--- src/rtl/oam_dma_ctrl.sv ---
// OAM DMA sequencer and system-bus arbiter between CPU and shared bus.
// Ports: clk_i/rst_i/tick_i, cpu_* side, bus_* side, oam_* side, dma_active_o.
module oam_dma_ctrl #(
  parameter int          XFER_LEN     = 160,
  parameter logic [15:0] DMA_REG_ADDR = 16'hFF46
) (
  input  logic        clk_i,
  input  logic        rst_i,
  input  logic        tick_i,
  input  logic [15:0] cpu_addr_i,
  input  logic [7:0]  cpu_data_i,
  input  logic        cpu_wr_i,
  input  logic        cpu_rd_i,
  output logic [7:0]  cpu_data_o,
  output logic [15:0] bus_addr_o,
  output logic [7:0]  bus_data_o,
  output logic        bus_rd_o,
  output logic        bus_wr_o,
  input  logic [7:0]  bus_data_i,
  output logic [7:0]  oam_addr_o,
  output logic [7:0]  oam_data_o,
  output logic        oam_wr_o,
  output logic        dma_active_o
);

  typedef enum logic [1:0] {
    IDLE,
    START,
    XFER
  } state_t;

  localparam logic [7:0] LAST_IDX = 8'(XFER_LEN - 1);

  state_t      state;
  state_t      stateNext;
  logic [7:0]  srcReg;
  logic [7:0]  idx;
  logic [7:0]  effSrc;
  logic        isReg;
  logic        isHram;
  logic        regWr;
  logic        lastByte;

  assign isReg    = (cpu_addr_i == DMA_REG_ADDR);
  assign isHram   = (cpu_addr_i >= 16'hFF80) &&
                    (cpu_addr_i <= 16'hFFFE);
  assign regWr    = tick_i & cpu_wr_i & isReg;
  assign lastByte = (idx == LAST_IDX);

  // Echo RAM (E0xx and up) folds back onto WRAM.
  assign effSrc = (srcReg >= 8'hE0) ? (srcReg - 8'h20) : srcReg;

  assign dma_active_o = (state != IDLE);

  always_ff @(posedge clk_i or posedge rst_i) begin
    if (rst_i) begin
      state      <= IDLE;
      srcReg     <= 8'hFF;
      idx        <= 8'h00;
      oam_wr_o   <= 1'b0;
      oam_addr_o <= 8'h00;
      oam_data_o <= 8'h00;
    end else begin
      state    <= stateNext;
      oam_wr_o <= 1'b0;
      // A register write wins over a pending byte: restart drops it.
      if (regWr) begin
        srcReg <= cpu_data_i;
        idx    <= 8'h00;
      end else if (tick_i && state == XFER) begin
        oam_data_o <= bus_data_i;
        oam_addr_o <= idx;
        oam_wr_o   <= 1'b1;
        idx        <= lastByte ? 8'h00 : idx + 8'h01;
      end
    end
  end

  always_comb begin
    stateNext = state;
    if (regWr) begin
      stateNext = START;
    end else if (tick_i) begin
      unique case (1'b1)
        (state == START):          stateNext = XFER;
        (state == XFER) && lastByte: stateNext = IDLE;
        default: ;
      endcase
    end
  end

  always_comb begin
    bus_addr_o = cpu_addr_i;
    bus_data_o = cpu_data_i;
    bus_rd_o   = cpu_rd_i;
    bus_wr_o   = cpu_wr_i;
    cpu_data_o = bus_data_i;
    unique case (1'b1)
      (state == START): begin
        if (!(isReg || isHram)) begin
          bus_rd_o   = 1'b0;
          bus_wr_o   = 1'b0;
          cpu_data_o = 8'hFF;
        end
      end
      (state == XFER): begin
        bus_addr_o = {effSrc, idx};
        bus_data_o = 8'h00;
        bus_rd_o   = 1'b1;
        bus_wr_o   = 1'b0;
        cpu_data_o = 8'hFF;
      end
      default: ;
    endcase
    if (isReg) cpu_data_o = srcReg;
  end

endmodule

--- config.mk ---
export PLATFORM = sky130hd
export DESIGN_NAME = oam_dma_ctrl
export DESIGN_NICKNAME = d
export VERILOG_FILES = /design/src/rtl/oam_dma_ctrl.sv
export SDC_FILE = /design/constraint.sdc
export NUM_CORES = 1
export LEC_CHECK = 0
export CAP_MARGIN = 20
export CORE_ASPECT_RATIO = 0.6
export CORE_MARGIN = 10
export CORE_UTILIZATION = 40
export CTS_BUF_LIST = sky130_fd_sc_hd__clkbuf_8
export DETAILED_ROUTE_END_ITERATION = 8
export GPL_TIMING_DRIVEN = 1
export PLACE_DENSITY = 0.84
export SLEW_MARGIN = 15
export SYNTH_ARGS = -nofsm -noshare
export SYNTH_HDL_FRONTEND = slang
export SYNTH_SLANG_ARGS = --single-unit
export TNS_END_PERCENT = 1
--- constraint.sdc ---
create_clock -name clk_i -period 2.6 [get_ports clk_i]
set_clock_uncertainty 0.1 [all_clocks]
set_input_delay 0.78 -clock clk_i [delete_from_list [all_inputs] [get_ports clk_i]]
set_output_delay 0.78 -clock clk_i [all_outputs]
set_load 0.005 [all_outputs]
; After elaboration in Yosys (flattened, before gate mapping)
; Cells that the tools add are included.
[word_totals]
regBits = 35
in_bits = 37
output_inout_bits = 52
word_cells = 46
[op_classes]
n_addsub = 2
order_cmp = 3
n_eq_ne = 4
mux = 18
n_bitwise = 3
reduce_logical = 10
[ops]
columns = op, n
row1 = 8-bit two-way mux, 7
row2 = "16-bit equality test, second input constant", 1
row3 = "16-bit greater-or-equal comparator, second input constant", 1
row4 = "16-bit less-or-equal comparator, second input constant", 1
row5 = 16-bit two-way mux, 1
row6 = 8-bit one-hot mux with 2 select lines, 1
row7 = "8-bit by 1-bit adder with 8-bit output, second input constant", 1
row8 = "8-bit equality test, second input constant", 1
row9 = "8-bit greater-or-equal comparator, second input constant", 1
row10 = "8-bit by 6-bit subtractor with 8-bit output, second input constant", 1
row11 = 2-bit nonzero test, 3
row12 = 1-bit two-way mux, 4
row13 = 2-bit two-way mux, 2
row14 = 1-bit one-hot mux with 2 select lines, 2
row15 = 2-bit one-hot mux with 2 select lines, 1
row16 = 2-bit AND reduction, 2
row17 = 1-bit logical AND, 3
row18 = 3-bit nonzero test, 1
row19 = 1-bit bitwise AND, 2
row20 = "2-bit by 1-bit equality test with 1-bit output, second input constant", 1
row21 = "2-bit equality test, second input constant", 1
row22 = 1-bit logical OR, 1
row23 = 1-bit NOT, 1

; Logic depth before layout (Yosys ltp)
; Gate-level depths: netlist of run 1.
[depth]
word_depth = 6
ltp_mapped = 7
depth_no_buf = 6

; Worst setup path after synthesis of run 1
; OpenSTA, ideal clock, no wires.
[synth_timing]
kind = input-to-output
startpoint = in cpu_addr_i[15]
endpoint = out cpu_data_o[0]
arrival_time_ns = 1.858
required_time_ns = 1.720
setup_slack_ns = -0.138
stages = 5
n_path_buf = 0
path_cell_list = nand4_1 > nor2_2 > a21oi_1 > a41oi_4 > o221a_2
[synth_via]
elab_chain_cells = 6
elab_cells_between_ends = 8
classes_between = order compare (2) / eq/ne (1) / mux (3) / reduce/logical (2)
[synth_rtl]
columns = element, line
row1 = start: declaration, 10  ; input logic [15:0] cpu_addr_i,
row2 = 16-bit greater-or-equal comparator / 16-bit less-or-equal comparator (equally long branches), "45, 46"
row3 = 1-bit logical AND, 45  ; assign isHram = (cpu_addr_i >= 16'hFF80) &&
row4 = 1-bit logical OR, 100  ; if (!(isReg || isHram)) begin
row5 = 8-bit two-way mux, 100
row6 = 8-bit one-hot mux with 2 select lines, 98  ; unique case (1'b1)
row7 = 8-bit two-way mux (*), 115  ; if (isReg) cpu_data_o = srcReg;
row8 = end: declaration, 14  ; output logic [7:0] cpu_data_o,
; Mark *: on every way between the ends. The rest lies on a longest branch, timed or not.

; Worst setup path in the final report of run 1
[layout_timing]
startpoint = in cpu_addr_i[4]
endpoint = out cpu_data_o[1]
; The elaborated chain is that of the path after synthesis.

==> results of run 1 <==
[layer usage]
metal	track usage (%)	up-vias
met3	6.21	6
li1	-	938
met2	27.6	57
met4	2.74	0
met5	0	-
met1	21.5	982
[kinds of logic after synthesis]
group	after synthesis
XOR/XNOR	1
flip-flops	35
AO/OA/AOI/OAI	31
multiplexers	40
AND/OR/NAND/NOR	54
adder cells (fa/ha/maj)	5
buffers and inverters	16
[power breakdown]
group / internal (uW) / switching [uW]
registers: 648 / 93.9
clock network: 210 / 204
logic: 988 / 620
total: 1850 / 918
[area by class of cell]
type,count,area share [%]
tap,66,2.28
clock buffer,6,2.28
multi-input combinational,131,35.1
timing repair buffer,134,34.7
inverter,10,1.03
clock inverter,2,0.241
sequential,35,24.4
[flip-flops by register name, indices dropped and copies added, names as in the netlist]
signal / count
oam_addr_o: 8
srcReg: 8
state: 2
idx: 8
oam_data_o: 8
oam_wr_o: 1
[how the worst min path moves through the flow]
stage                              start                   endpoint  slack, ns  cells after the start
3_5_place_dp   oam_data_o[1]$_DFFE_PP0P_  oam_data_o[1]$_DFFE_PP0P_       0.39                      1
5_1_grt        oam_addr_o[3]$_DFFE_PP0P_  oam_addr_o[3]$_DFFE_PP0P_       0.42                      1
4_1_cts        oam_addr_o[3]$_DFFE_PP0P_  oam_addr_o[3]$_DFFE_PP0P_       0.42                      1
2_1_floorplan  oam_addr_o[2]$_DFFE_PP0P_  oam_addr_o[2]$_DFFE_PP0P_       0.41                      1
6_report       oam_addr_o[4]$_DFFE_PP0P_  oam_addr_o[4]$_DFFE_PP0P_       0.42                      1
3_3_place_gp   oam_addr_o[5]$_DFFE_PP0P_  oam_addr_o[5]$_DFFE_PP0P_       0.39                      1
[placed cells by master (no fill, tap or decap), drive strengths merged, types with 7 or more instances in the layout]
master         instances
buf                   71
clkdlybuf4s50         38
mux2                  38
dfrtp                 27
dlymetal6s2s          14
nand2                 13
inv                   11
nor2                   9
nor2b                  8
dlygate4sd2            8
dfstp                  8
o221a                  8
nand3                  7
clkbuf                 7
[timing repair]
item / 4_1_cts / 5_1_grt
pin swaps: 16 / 6
buffers inserted: 7 / 0
gates resized for setup: 141 / 26
endpoints found under the setup margin: 34 / 28
hold endpoints to repair: 0 / 0
[metrics by stage]
stage	TNS (ns)	cell area (um2)	setup slack (ns)	utilization [%]	hold slack, ns
2_1_floorplan	-0.323	2160	-0.0404	-	0.405
3_3_place_gp	-22.02	3390	-1.19	66.8	0.389
3_5_place_dp	-23.30	3390	-1.22	66.8	0.392
4_1_cts	-6.61	3550	-0.386	69.9	0.418
5_1_grt	-4.06	3630	-0.495	71.4	0.425
6_report	-3.62	3630	-0.456	71.4	0.415
==> flow_summary_export.csv, run 1 <==
group,metric,value,unit
synth,synthesis.instances,182,
clock_tree,cts_buffers,5,
synth,seq_area_frac_synth,41.9,%
final_layout,final-seq-area,886,um2
synth,synthAdderAreaFrac,2.96,%
timing,max_freq,327,MHz
setup_path,cp-endpoint,"cpu_data_o[1]",
routing,drc,0,
routing,ant_nets,0,
final_layout,layout-drive-gt1-share,48.4,%
synth,muxShareOfSynthArea,23.3,%
power_and_ir_drop,power.leakage,0.00185,uW
timing,rsz0062_at_grt,"true",
routing,via_per_inst,5.16,
timing,finalSetupViolations,10,
synth,avgSynthCellArea,11.6,um2
synth,synth_compound_area_share,13.5,%
routing,drt_first_pass_iters,4,
final_layout,nFillCells,358,
power_and_ir_drop,total_power,2760,uW
synth,synth-edff-count,0,
final_layout,fin_cells,384,
routing,wl_met1,3.42,mm
die,core_area,5080,um2
setup_path,critPathLaunch,"cpu_addr_i[4]",
clock_tree,numClockSinks,35,
die,die_area,8690,um2
clock_tree,tritoncts,"yes",
clock_tree,holdBufCountCts,0,
timing,worst_pin_slew,0.448,ns
setup_path,crit_slowest_cell,"nor3_4",
synth,synth-simple-area-share,14.3,%
clock_tree,h-tree-depth,2,
synth,synth_nets,224,
setup_path,r2r_end,"oam_addr_o[5]$_DFFE_PP0P_",
synth,netlist_top_cells_count,"27 x dfrtp_1, 26 x mux2_2, 12 x mux2_4",
die,dieHeight,76.3,um
setup_path,cp.arrival,2.18,ns
synth,ys.flop_type,"dfrtp_1",
placed_design,io_buffers,88,
routing,wl_per_cell,20.2,um
clock_tree,cts-root-buf,"clkbuf_8",
routing,routed-wl-met2,3.74,mm
die,rows,20,
synth,synth_area_leaders,"dfrtp_1 32%, mux2_2 14%, dfstp_2 9.9%",
outcome,violations,"setup timing",
outcome,status,"finished with violations",
grt,grt.overflow.total,0,
grt,first_global_vias,2174,
synth,synthXorXnorAreaFrac,0.414,%
grt,grt_pass1_wl,12.0,mm
routing,drt-total-wl,7.77,mm
setup_path,worst_path_most_repeated_cell,"buf_8",
power_and_ir_drop,vdd_ir_drop_max,0.503,mV
grt,grt_max_degree,36,
synth,synth_area,2120,um2
timing,layout_min_cycle_time,3.06,ns
setup_path,cp_top_family,"simple AND/OR/NAND/NOR gates",
timing,hold_violations,0,
clock_tree,clock_latency,0.29,ns
clock_tree,cts_buffer_depth,2,
setup_path,end_kind,"output port",
routing,top_layer,"met4",
synth,yosys.area.top_type,"dfrtp_1",
setup_path,required,1.72,ns
setup_path,crit_cells,9,
grt,track_usage,17.1,%
grt,antenna_found_initial,0,
synth,synth_warnings,0,
timing,slew_headroom,70.2,%
setup_path,ff2ff_path_depth,7,
routing,route.met3.wl,573,um
die,start_util,41.7,%
placed_design,dp_hpwl,5.73,mm
setup_path,crit_path_max_fanout,5,
synth,synth_top_cell_area_share,31.9,%
clock_tree,clk_pin_slew_worst_paths,0.08,ns
final_layout,num_antenna_cells,0,
routing,vias,1983,
routing,drtIter0Drc,90,
final_layout,multi_input_area,1270,um2
placed_design,dp_cells,369,
timing,fin_ws,-0.456,ns
timing,finalCritPeriodShare,118,%
die,dieWidth,114,um
setup_path,critPathBufInv,4,
setup_path,worstPathCellList,"buf_8 > nor3_4 > and3_4 > a21oi_4 > a41oi_4 > buf_12 > buf_8 > o221a_4 > buf_6",
synth,synth.most_common_cell,"dfrtp_1",
setup_path,start_kind,"primary input",
synth,synthArstFlopShare,100,%
synth,synth_top_family_by_area,"multiplexers",
synth,ys_ff_latch,35,
setup_path,critical_path_class,"primary input to output port",
timing,final_max_slew_viol_count,0,
worst_hold_path,min_path_type,"flop to flop",
flow_run,maxCapViolations,0,
placed_design,gp_congestion,0.827,
die,ioPinCount,89,
synth,synth_cell_types,43,
setup_path,ff2ff_setup_slack,0.64,ns
power_and_ir_drop,p_per_area,762,nW/um2
setup_path,r2r-start,"state[0]$_DFFE_PP0P_",
final_layout,final_nets,359,
final_layout,area_growth,71.5,%
setup_path,critical_path.max_stage_delay,0.24,ns
No activity file was read; power rests on OpenSTA's default activity.
==> run 2, diff against run 1 <==
- HOLD_SLACK_MARGIN: default -> 0.06
==> results of run 2 <==
No change in the layout: final DEF, timing and power equal those of run 1.
==> run 3, diff against run 2 <==
- CAP_MARGIN: 20 -> default
==> results of run 3 <==
No change in the layout: final DEF, timing and power equal those of run 1.
